===== config.mk =====
export PLATFORM = sky130hd
export DESIGN_NAME = deglitch_multi
export DESIGN_NICKNAME = d
export VERILOG_FILES = /design/src/rtl/deglitch_pkg.sv /design/src/rtl/deglitch_chan.sv /design/src/rtl/deglitch_multi.sv
export SDC_FILE = /design/constraint.sdc
export NUM_CORES = 1
export LEC_CHECK = 0
export ABC_AREA = 0
export BUFFER_PORTS_ARGS = -buffer_cell sky130_fd_sc_hd__buf_2
export CORE_MARGIN = 2
export CORE_UTILIZATION = 57
export CTS_BUF_LIST = sky130_fd_sc_hd__clkbuf_16
export CTS_CLUSTER_SIZE = 30
export DETAILED_ROUTE_END_ITERATION = 8
export PLACE_DENSITY = 0.79
export SLEW_MARGIN = 30
export SYNTH_ARGS = -nofsm -noshare
export SYNTH_HDL_FRONTEND = slang
export SYNTH_HIERARCHICAL = 1
export SYNTH_SLANG_ARGS = --single-unit
export TNS_END_PERCENT = 30

===== constraint.sdc =====
create_clock -name clk -period 3 [get_ports clk]
set_clock_uncertainty 0.2 [all_clocks]
set_input_delay 0.15 -clock clk [delete_from_list [all_inputs] [get_ports clk]]
set_output_delay 0.15 -clock clk [all_outputs]
set_load 0.005 [all_outputs]

===== src/rtl/deglitch_pkg.sv =====
// Shared constants and helpers for the deglitch_multi glitch filter.
// Latency: n/a (package only).
// Backpressure: n/a (package only).
package deglitch_pkg;

  // Default counter/threshold width; max programmable threshold is 2^CNT_W-1.
  localparam int DEF_CNT_W       = 4;
  // Default synchroniser depth when the synchroniser is built in.
  localparam int DEF_SYNC_STAGES = 2;

  // A programmed threshold of 0 would mean "accept nothing ever"; treat it as 1
  // so the filter degenerates to a plain registered pass-through.
  function automatic logic [31:0] eff_thresh(input logic [31:0] thr);
    return (thr == 32'd0) ? 32'd1 : thr;
  endfunction

endpackage


===== src/rtl/deglitch_chan.sv =====
// One deglitch channel: optional synchroniser, run-length counter, level and strobe registers.
// Latency: T edges from s change to data_out change (plus SYNC_STAGES when DEGLITCH_SYNC_EN is defined).
// Backpressure: none; free-running, every output is a registered one-cycle strobe or level.
import deglitch_pkg::*;

module deglitch_chan #(
  parameter int CNT_W       = DEF_CNT_W,
  parameter int SYNC_STAGES = DEF_SYNC_STAGES
) (
  input  logic             clk,
  input  logic             rstn,
  input  logic [CNT_W-1:0] cfg_thresh,
  input  logic             data_in,
  output logic             data_out,
  output logic             rise_pls,
  output logic             fall_pls,
  output logic             glitch_pls
);

  // Depth below two offers no metastability protection, so refuse to build.
  if (SYNC_STAGES < 2) begin : g_bad_sync_stages
    $error("deglitch_chan: SYNC_STAGES must be >= 2");
  end

  logic s;

`ifdef DEGLITCH_SYNC_EN
  logic [SYNC_STAGES-1:0] sync_q;

  // Shift the raw input through the synchroniser chain; oldest bit feeds the filter.
  always_ff @(posedge clk or negedge rstn) begin
    if (!rstn) begin
      sync_q <= '0;
    end else begin
      sync_q <= {sync_q[SYNC_STAGES-2:0], data_in};
    end
  end

  assign s = sync_q[SYNC_STAGES-1];
`else
  // Source is already synchronous to clk; filter it directly.
  assign s = data_in;
`endif

  // One extra bit so cnt+1 can never wrap before it is compared to T.
  logic [CNT_W:0]   thr_eff;
  logic [CNT_W:0]   cnt_inc;
  logic [CNT_W-1:0] cnt_q;

  assign thr_eff = (CNT_W+1)'(eff_thresh(32'(cfg_thresh)));
  assign cnt_inc = {1'b0, cnt_q} + (CNT_W+1)'(1);

  // Count cycles that s disagrees with data_out; switch once the run reaches T,
  // and flag a glitch when a nonzero run collapses back to the current level.
  always_ff @(posedge clk or negedge rstn) begin
    if (!rstn) begin
      cnt_q      <= '0;
      data_out   <= 1'b0;
      rise_pls   <= 1'b0;
      fall_pls   <= 1'b0;
      glitch_pls <= 1'b0;
    end else begin
      rise_pls   <= 1'b0;
      fall_pls   <= 1'b0;
      glitch_pls <= 1'b0;
      if (s == data_out) begin
        cnt_q      <= '0;
        glitch_pls <= (cnt_q != '0);
      end else if (cnt_inc >= thr_eff) begin
        cnt_q    <= '0;
        data_out <= s;
        rise_pls <= s;
        fall_pls <= ~s;
      end else begin
        cnt_q <= cnt_inc[CNT_W-1:0];
      end
    end
  end

endmodule


===== src/rtl/deglitch_multi.sv =====
// Multi-channel glitch filter; build with DEGLITCH_SYNC_EN defined to add a per-channel synchroniser.
// Latency: T edges (SYNC_STAGES + T with DEGLITCH_SYNC_EN) from stable data_in change to data_out.
// Backpressure: none; channels free-run independently and share one threshold.
import deglitch_pkg::*;

module deglitch_multi #(
  parameter int CH          = 4,
  parameter int CNT_W       = DEF_CNT_W,
  parameter int SYNC_STAGES = DEF_SYNC_STAGES
) (
  input  logic             clk,
  input  logic             rstn,
  input  logic [CNT_W-1:0] cfg_thresh,
  input  logic [CH-1:0]    data_in,
  output logic [CH-1:0]    data_out,
  output logic [CH-1:0]    rise_pls,
  output logic [CH-1:0]    fall_pls,
  output logic [CH-1:0]    glitch_pls
);

  // Degenerate sizes would produce zero-width buses.
  if (CH < 1) begin : g_bad_ch
    $error("deglitch_multi: CH must be >= 1");
  end
  if (CNT_W < 1) begin : g_bad_cnt_w
    $error("deglitch_multi: CNT_W must be >= 1");
  end

  // One fully independent filter per input bit, all sharing cfg_thresh.
  for (genvar gi = 0; gi < CH; gi++) begin : g_chan
    deglitch_chan #(
      .CNT_W       (CNT_W),
      .SYNC_STAGES (SYNC_STAGES)
    ) u_chan (
      .clk        (clk),
      .rstn       (rstn),
      .cfg_thresh (cfg_thresh),
      .data_in    (data_in[gi]),
      .data_out   (data_out[gi]),
      .rise_pls   (rise_pls[gi]),
      .fall_pls   (fall_pls[gi]),
      .glitch_pls (glitch_pls[gi])
    );
  end

endmodule


==> impl_metrics.yaml, run 1 <==
run_status:
  run_status: "finished, final reports clean"
setup_path:
  timing.critical_path.required_ns: 2.95
  worstPathBufferInverterCount: 0
  cp_slowest_cell: "dfrtp_1"
  slowest_delay_ns: 0.41
  cp-start-kind: "flop"
  critical_path.max_fanout: 7
  cpLargestDelayFamily: "adder cells"
  path_common_cell: "ha_1"
  timing.critical_path.cells: "ha_1 -> xor2_1 -> ha_1 -> a21oi_2 -> o21ai_2 -> a21oi_4 -> mux2_4"
  critical_path.endpoint_type: "flop"
  critical_path_arrival_ns: 2.25
  worst-setup-path-type: "flop to flop"
timing:
  final_min_period_over_clock_period_pct: 76.4
  finalWorstPathRequiredPeriod_ns: 2.29
  hold_violations: 0
  timing_limited_maximum_frequency_mhz: 436
  worst_slew_pin_slew_ns: 0.695
  final-setup-viol-count: 0
  slew-limit-headroom_pct: 53.7
  timing.final.max_slew_violations: 0
  grt_setup_unrepaired: "false"
  final.setup.tns_ns: 0
floorplanning:
  die-height_microns: 61.0
  pin_count: 26
  initial_core_util_pct: 60.2
  placement_rows: 20
  core_area_sq_um: 3080
  dieArea_sq_um: 3720
  fp.dieW_microns: 61.0
global_routing:
  groute.usage.overall_pct: 21.0
  first_global_vias: 1345
  grt_start_max_net_pins: 33
  grt_overflow: 0
  antenna_found_initial: 0
  grt_pass1_wl_mm: 5.66
cts:
  cts-root-buf: "clkbuf_16"
  cts_setup_buffers: 0
  numClockSinks: 32
  tritoncts.num_buffers: 5
  cts.clk_slew.worst_paths_ns: 0.05
  ctsHtreeMaxLevel: 2
  cts-root-to-sink-buffers: 2
  cts_tree: "built"
  clock_network_latency_to_the_later_pin_of_the_worst_skew_pair_ns: 0.27
logic_synthesis:
  postSynthCellCount: 156
  ys_top_cells_by_area: "dfrtp_1 (43%), ha_1 (16%), and3_2 (6.5%)"
  yosysSeqAreaShare_pct: 43.2
  synthesis.nets: 190
  mappedNetlistArea_sq_um: 1850
  ys_seq_elements: 32
  postSynthAreaPerCell_sq_um: 11.9
  yosysTopAreaCell: "dfrtp_1"
  yosys_warnings: 6
  post-synth-top-area-fraction_pct: 43.2
  yosysUniqueCellTypes: 18
drt:
  drt_drc_violations_left: 0
  drt-vias-per-instance: 5.34
  route.detailed.wl_per_inst_microns: 13.4
  drt_iter0_drc: 37
  postRouteWirelength_mm: 3.19
  vias: 1271
  drt.antenna.violating_nets: 0
  drt-pass1-iter-count: 4
place:
  io_buffers: 25
  dp_hpwl_mm: 2.38
  routabilityCongestion: 0.788
final_layout:
  num-fill-cells: 223
  finalNetCount: 227
  flow.area_growth_from_synthesis_pct: 19.8
  final_layout_size_suffix_gt1_share_pct: 36.1
  final_core_utilization_pct: 72.1
  antenna_cells: 0
  most-common-layout-cells: "dfrtp_1 (32), buf_2 (25), ha_1 (24), inv_1 (22), and3_2 (16)"
  final_common_cell: "dfrtp_1"
power:
  power-per-cell-area_nw_per_um2: 833
  power.static_leakage_uw: 0.00120
  vdd.ir_drop.worst_mv: 0.486
worst_hold_path:
  min_path_type: "input port to asynchronous set/reset pin"
flow_run:
  cap_viol_max_count: 0
==> cell families after synthesis <==
group                      share of synthesized area [%]
muxes                                               3.24
adders and majority gates                           16.2
AOI/OAI and AO/OA                                   12.2
xor gates and xnor gates                            5.68
DFF                                                 43.2
buffers and inverters                               4.05
and+or+nand+nor                                     15.4
==> power by group <==
group / switching (uW) / internal, uW / leakage, uW
clock: 165 / 297 / 0.0000738
sequential: 97.3 / 547 / 0.000425
combinational: 368 / 374 / 0.000702
total: 630 / 1220 / 0.00120
==> per-layer routing <==
layer | vias up | GRT usage, % | share of wire (%)
met3 | 5 | 5.76 | 3.1
met2 | 24 | 36.9 | 52
met1 | 631 | 24.1 | 43
met4 | 0 | 8.70 | 1.9
li1 | 611 | - | -
met5 | - | 0 | 0
==> registers in the layout, summed over array words and instances, names as in the netlist <==
signal / cells
g_chan.u_chan/rise_pls: 4
g_chan.u_chan/glitch_pls: 4
g_chan.u_chan/cnt_q: 16
g_chan.u_chan/fall_pls: 4
g_chan.u_chan/data_out: 4
==> cell type report <==
class | count | area, sq um | share of cell area [%]
flip-flops and latches | 32 | 801 | 36.1
clock buffers | 5 | 125 | 5.64
multi-input cells | 104 | 976 | 44.0
clock inverters | 3 | 11.3 | 0.508
repair buffers | 30 | 175 | 7.90
inverters | 20 | 75.1 | 3.38
well taps | 44 | 55.1 | 2.48
==> cells in the mapped netlist <==
| master | n |
|---|---|
| dfrtp_1 | 32 |
| ha_1 | 24 |
| inv_1 | 20 |
| and3_2 | 16 |
| nor3b_1 | 8 |
| xor2_1 | 8 |
| a21oi_1 | 4 |
| a21oi_2 | 4 |
| a21oi_4 | 4 |
| a31o_1 | 4 |
| a31o_2 | 4 |
| mux2_4 | 4 |
| nand2_1 | 4 |
| nand3_1 | 4 |
| nor2_1 | 4 |
| nor2b_4 | 4 |
| o21ai_2 | 4 |
| xnor2_1 | 4 |
==> path summary, 6_finish.rpt <==
path	startpoint	endpoint	slack, ns	depth (start not counted)
max	g_chan[2].u_chan/cnt_q[0]	g_chan[2].u_chan/data_out	0.71	7
min	rstn	g_chan[2].u_chan/glitch_pls	0.26	2
max reg2reg	g_chan[2].u_chan/cnt_q[0]	g_chan[2].u_chan/data_out	0.71	7
min reg2reg	g_chan[2].u_chan/data_out	g_chan[2].u_chan/rise_pls	0.32	1
max in group asynchronous	rstn	g_chan[1].u_chan/fall_pls	1.90	2
min in group clk	g_chan[2].u_chan/data_out	g_chan[2].u_chan/rise_pls	0.32	1
==> per-stage QoR <==
stage	instance area (sq um)	std cells	worst slack, ns	power, uW	hold slack [ns]
floorplan	1850	156	0.884	1190	-0.346
global placement	2030	225	0.790	1340	0.0210
detailed placement	2030	225	0.719	1390	0.0335
CTS	2220	238	0.708	1860	0.285
global route	2220	238	0.585	1990	0.333
finish	2220	238	0.708	1850	0.262
==> what timing repair did <==
item / 4_1_cts / 5_1_grt
hold buffers: 5 / 0
resized for setup: 0 / 0
endpoints found under the hold margin: 44 / 0
No activity file was read; power rests on OpenSTA's default activity.
==> run 2, diff against run 1 <==
- CORE_UTILIZATION: 57 -> 51
- PLACE_DENSITY: 0.79 -> 0.75
- clock period: 3 -> 2.1 ns (I/O delays scaled with it)
==> impl_metrics.yaml, run 2 (synthesis results as in run 1) <==
place:
  dp.cells: 238
  io_buffers: 25
  routabilityCongestion: 0.748
  dp_hpwl_mm: 2.56
cts:
  cts.clk_slew.worst_paths_ns: 0.05
  cts_tree: "built"
  cts-root-buf: "clkbuf_16"
  ctsHtreeMaxLevel: 2
  tritoncts.num_buffers: 5
  numClockSinks: 32
  clock_network_latency_to_the_later_pin_of_the_worst_skew_pair_ns: 0.28
  cts-root-to-sink-buffers: 2
setup_path:
  worst_reg2reg_setup_slack_ns: 0.02
  critical_path.endpoint_type: "flop"
  timing.rr.end: "g_chan[2].u_chan/data_out"
  timing.critical_path.required_ns: 2.06
  worstRegToRegCells: 7
  cp-start-kind: "flop"
  critical_path_arrival_ns: 2.04
  crit-reg2reg-launch: "g_chan[2].u_chan/cnt_q[0]"
  worst-setup-path-type: "flop to flop"
  critical_path.max_fanout: 2
final_layout:
  final_core_utilization_pct: 75.5
  num-fill-cells: 231
  largest-register: "g_chan.u_chan/cnt_q"
  antenna_cells: 0
  final_cell_count_no_fill: 254
  flow.area_growth_from_synthesis_pct: 39.3
  final_layout_size_suffix_gt1_share_pct: 55.3
  finalNetCount: 241
  largest_register_ffs: 16
  most-common-layout-cells: "dfrtp_1 (32), buf_2 (25), and3_2 (16), inv_1 (12), ha_1 (12)"
  final_common_cell: "dfrtp_1"
floorplanning:
  pin_count: 26
  placement_rows: 21
  dieArea_sq_um: 4130
  core_area_sq_um: 3420
  initial_core_util_pct: 54.2
  fp.dieW_microns: 64.3
  die-height_microns: 64.3
timing:
  timing.final.max_slew_violations: 0
  fin_worst_hold_slack_ns: 0.217
  timing_limited_maximum_frequency_mhz: 481
  final.setup.tns_ns: 0
  slew-limit-headroom_pct: 52.2
  worst_slew_pin_slew_ns: 0.717
  hold_violations: 0
  finalWorstPathRequiredPeriod_ns: 2.08
  final-setup-viol-count: 0
  grt_setup_unrepaired: "true"
  final_min_period_over_clock_period_pct: 99.1
flow_run:
  cap_viol_max_count: 0
worst_hold_path:
  min_path_type: "input port to asynchronous set/reset pin"
drt:
  vias: 1338
  drt-vias-per-instance: 5.27
  drt_iter0_drc: 34
  route.detailed.wl_per_inst_microns: 16.1
  postRouteWirelength_mm: 4.09
  drt-pass1-iter-count: 4
  drt.antenna.violating_nets: 0
  drt_drc_violations_left: 0
power:
  power-per-cell-area_nw_per_um2: 1240
  vdd.ir_drop.worst_mv: 0.733
  power.static_leakage_uw: 0.00128
global_routing:
  grt_start_max_net_pins: 33
  grt_pass1_wl_mm: 6.16
  grt_overflow: 0
  first_global_vias: 1400
  antenna_found_initial: 0
  groute.usage.overall_pct: 20.0
run_status:
  run_status: "finished, final reports clean"
[run 2: cell count changes in the layout (fill, tap and decap cells not counted), sizes merged]
cell	delta
inv	-2
clkinv	+2
buf	+14
[run 2: final cells by class]
cell class	count	area [sq um]	area share, %
multi-input cells	104	1190	46.0
flip-flops and latches	32	801	31.0
repair buffers	44	310	12.0
clock buffers	5	125	4.85
inverters	20	85.1	3.30
well taps	46	57.6	2.23
clock inverters	3	13.8	0.533
[run 2: per-layer routing]
layer  global-route usage [%]  wire, microns  vias up
met5                        0              0        -
met4                     7.98            109        0
met3                     5.81            150       12
met2                     35.9           2210       25
met1                     22.1           1620      669
li1                         -              -      632
[run 2: what timing repair did]
item / CTS / global route
endpoints found under the setup margin: 15 / 28
gates resized for setup: 6 / 41
hold endpoints to repair: 44 / 0
hold buffers: 5 / 0
pin swaps: 6 / 17
setup buffers: 1 / 2
[run 2: worst max path at each step]
stage / start / endpoint / slack [ns] / depth (start not counted)
floorplan: g_chan[1].u_chan/cnt_q[0] / g_chan[1].u_chan/data_out / -0.02 / 7
global placement: g_chan[1].u_chan/cnt_q[0] / g_chan[1].u_chan/data_out / 0.006 / 7
detailed placement: g_chan[1].u_chan/cnt_q[0] / g_chan[1].u_chan/data_out / -0.05 / 7
CTS: g_chan[2].u_chan/cnt_q[0] / g_chan[2].u_chan/data_out / -0.02 / 8
global route: g_chan[3].u_chan/cnt_q[1] / g_chan[3].u_chan/cnt_q[1] / -0.04 / 9
finish: g_chan[2].u_chan/cnt_q[0] / g_chan[2].u_chan/data_out / 0.02 / 7
[run 2: critical path: stages, from the launching register on]
cell,delay [ns]
dfrtp_1,0.42
ha_4,0.20
xor2_4,0.16
ha_4,0.27
a21oi_4,0.16
o21ai_2,0.09
a21oi_4,0.15
mux2_4,0.31
[run 2: power by group]
group	leakage, uW	switching [uW]	internal [uW]
combinational	0.000785	716	855
clock	0.0000710	258	430
sequential	0.000425	153	782
total	0.00128	1130	2070
[run 2: through the flow]
stage	power, uW	setup slack, ns	area (sq um)
global route	3400	-0.0448	2580
finish	3190	0.0198	2580
detailed placement	2110	-0.0452	2120
CTS	2860	-0.0157	2340
floorplan	1690	-0.0164	1850
global placement	2030	0.00609	2120
==> run 3, diff against run 2 <==
- CAP_MARGIN: unset -> 20
- CORE_UTILIZATION: 51 -> 52
- PLACE_DENSITY: 0.75 -> 0.76
- SYNTH_HIERARCHICAL: 1 -> unset
==> impl_metrics.yaml, run 3 <==
final_layout:
  flow.area_growth_from_synthesis_pct: 38.9
  finalNetCount: 244
  largest_register_ffs: 16
  final_common_cell: "dfrtp_1"
  final_cell_area_sq_um: 2720
  final_layout_size_suffix_gt1_share_pct: 54.4
  antenna_cells: 0
  largest-register: "g_chan.u_chan.cnt_q"
  most-common-layout-cells: "dfrtp_1 (32), buf_2 (25), ha_4 (12), buf_4 (12), nand2_1 (8)"
place:
  post_dp_cell_area_sq_um: 2130
  io_buffers: 25
  routabilityCongestion: 0.867
  place_worst_setup_slack_ns: -0.0632
  dp_hpwl_mm: 2.62
run_status:
  violations: "setup timing"
  run_status: "finished, violations left"
logic_synthesis:
  synth_flop_cell: "dfrtp_1"
  yosys_warnings: 0
  postSynthCellCount: 179
  ys_top_cells_by_count: "dfrtp_1 (32), buf_4 (18), ha_1 (17)"
  postSynthAreaPerCell_sq_um: 10.9
  ys_seq_elements: 32
  synthesis.nets: 206
  synth_edf_count: 0
  post-synth-top-area-fraction_pct: 40.9
  yosysSeqAreaShare_pct: 40.9
  synth_async_sr_flop_share_pct: 100
  ys_top_cells_by_area: "dfrtp_1 (41%), ha_1 (11%), buf_4 (6.9%)"
  mappedNetlistArea_sq_um: 1960
  dominant_cell_by_count_in_the_synthesized_netlist: "dfrtp_1"
  yosysUniqueCellTypes: 29
  yosysTopAreaCell: "dfrtp_1"
drt:
  drt-vias-per-instance: 5.64
  drt.antenna.violating_nets: 0
  vias: 1484
  drt-pass1-iter-count: 4
  postRouteWirelength_mm: 4.67
  route.detailed.wl_per_inst_microns: 17.8
  drt_iter0_drc: 81
  drt_drc_violations_left: 0
worst_hold_path:
  min_path_type: "input port to asynchronous set/reset pin"
power:
  total_switching_power_uw: 1180
  seq_power_share_pct: 28.1
  pwr-share-comb_pct: 52.5
  power.static_leakage_uw: 0.00120
  power_switching_share_pct: 35.6
  vdd.ir_drop.worst_mv: 0.851
  p_clk_share_pct: 19.5
  p_int_uw: 2130
  power-per-cell-area_nw_per_um2: 1220
timing:
  timing_limited_maximum_frequency_mhz: 462
  final-setup-viol-count: 6
  fin_worst_hold_slack_ns: 0.217
  hold_violations: 0
  final_min_period_over_clock_period_pct: 103
  finalWorstPathRequiredPeriod_ns: 2.16
  post_layout_worst_setup_margin_ns: -0.0628
  worst_slew_pin_slew_ns: 0.709
  slew-limit-headroom_pct: 52.8
  timing.final.max_slew_violations: 0
  grt_setup_unrepaired: "true"
cts:
  cts_tree: "built"
  ctsHtreeMaxLevel: 2
  clock_network_latency_to_the_later_pin_of_the_worst_skew_pair_ns: 0.28
  cts.clk_slew.worst_paths_ns: 0.05
  cts-root-buf: "clkbuf_16"
  tritoncts.num_buffers: 5
  cts-root-to-sink-buffers: 2
  numClockSinks: 32
setup_path:
  worst_reg2reg_setup_slack_ns: -0.06
  timing.critical_path.required_ns: 2.06
  slowest_delay_ns: 0.41
  timing.critical_path.cells: "buf_6 -> ha_2 -> and2_1 -> a221oi_2 -> o32a_2 -> o221ai_4 -> mux2_4"
  critical_path_arrival_ns: 2.12
  timing.rr.end: "g_chan[0].u_chan.data_out"
  cp_slowest_cell: "dfrtp_1"
  critical_path.max_fanout: 4
  timing.critical_path.from: "g_chan[0].u_chan.cnt_q[0]"
  cp-start-kind: "flop"
  worst-setup-path-type: "flop to flop"
  crit-reg2reg-launch: "g_chan[0].u_chan.cnt_q[0]"
  worstRegToRegCells: 7
  critical_path.endpoint_type: "flop"
  timing_endpoint_of_the_critical_path: "g_chan[0].u_chan.data_out"
floorplanning:
  placement_rows: 22
  core_area_sq_um: 3630
  fp.dieW_microns: 65.3
  pin_count: 26
  die-height_microns: 65.3
  initial_core_util_pct: 53.8
  dieArea_sq_um: 4270
global_routing:
  grt_overflow: 0
  groute.usage.overall_pct: 20.5
  grt_start_max_net_pins: 33
  antenna_found_initial: 0
  first_global_vias: 1467
  grt_pass1_wl_mm: 6.48
flow_run:
  cap_viol_max_count: 0
[run 3: worst min path at each step]
stage / start / end / slack (ns) / cells after the start
6_report: rstn / g_chan[3].u_chan.glitch_pls / 0.22 / 2
5_1_grt: rstn / g_chan[1].u_chan.glitch_pls / 0.29 / 2
3_5_place_dp: rstn / g_chan[3].u_chan.cnt_q[3] / -0.005 / 1
2_1_floorplan: rstn / g_chan[0].u_chan.cnt_q[0] / -0.39 / 0
4_1_cts: rstn / g_chan[3].u_chan.cnt_q[3] / 0.24 / 2
3_3_place_gp: rstn / g_chan[3].u_chan.glitch_pls / -0.03 / 1
[run 3: timing repair]
item / 4_1_cts / 5_1_grt
hold buffers: 5 / 0
cloned: 0 / 0
endpoints found under the hold margin: 44 / 0
endpoints found under the setup margin: 18 / 23
resized for setup: 23 / 41
pin swaps: 10 / 16
buffers inserted: 0 / 4
[run 3: area by class of cell]
cell class | count | area (sq um)
inverters | 14 | 52.6
well taps | 48 | 60.1
repair buffers | 49 | 344
flip-flops and latches | 32 | 801
clock buffers | 5 | 125
fillers | 244 | 917
multi-input cells | 115 | 1330
[run 3: logic make-up (layout without fill, tap and decap cells)]
| group | count (synthesis) | count (layout) | synth area share (%) |
|---|---|---|---|
| buffers and inverters | 32 | 68 | 9.60 |
| adder cells (fa/ha/maj) | 17 | 17 | 10.9 |
| flip-flops | 32 | 32 | 40.9 |
| AO/OA/AOI/OAI | 25 | 25 | 13.8 |
| AND/OR/NAND/NOR | 57 | 57 | 16.4 |
| multiplexers | 4 | 4 | 3.07 |
| XOR/XNOR | 12 | 12 | 5.37 |
[run 3: metal layers]
metal	part of all wire, %	GRT usage [%]	vias to the layer above
met5	0	0	-
li1	-	-	685
met1	39	23.3	736
met3	4.2	6.16	17
met4	4.5	9.11	0
met2	53	35.3	46
[run 3: critical path, delay by kind of cell (launching register included)]
family                     cells  cell delay, ns
DFF                            1            0.41
buffers and inverters          1            0.14
and+or+nand+nor                1            0.18
muxes                          1            0.32
adders and majority gates      1            0.24
AOI/OAI and AO/OA              3            0.54
[run 3: power groups by stage]
stage	clock (uW)	sequential (uW)	combinational, uW
floorplan	0	908	881
global placement	0	889	1140
detailed placement	0	905	1180
CTS	660	907	1320
global route	690	953	1880
finish	645	930	1740
[run 3: metrics by stage]
step	TNS, ns	total power (uW)	instances	utilization [%]
2_1_floorplan	-0.0769	1790	179	-
5_1_grt	-0.995	3520	263	74.8
3_3_place_gp	-0.0156	2030	249	58.6
3_5_place_dp	-0.462	2090	249	58.6
6_report	-0.175	3310	263	74.8
4_1_cts	-0.139	2890	259	66.6
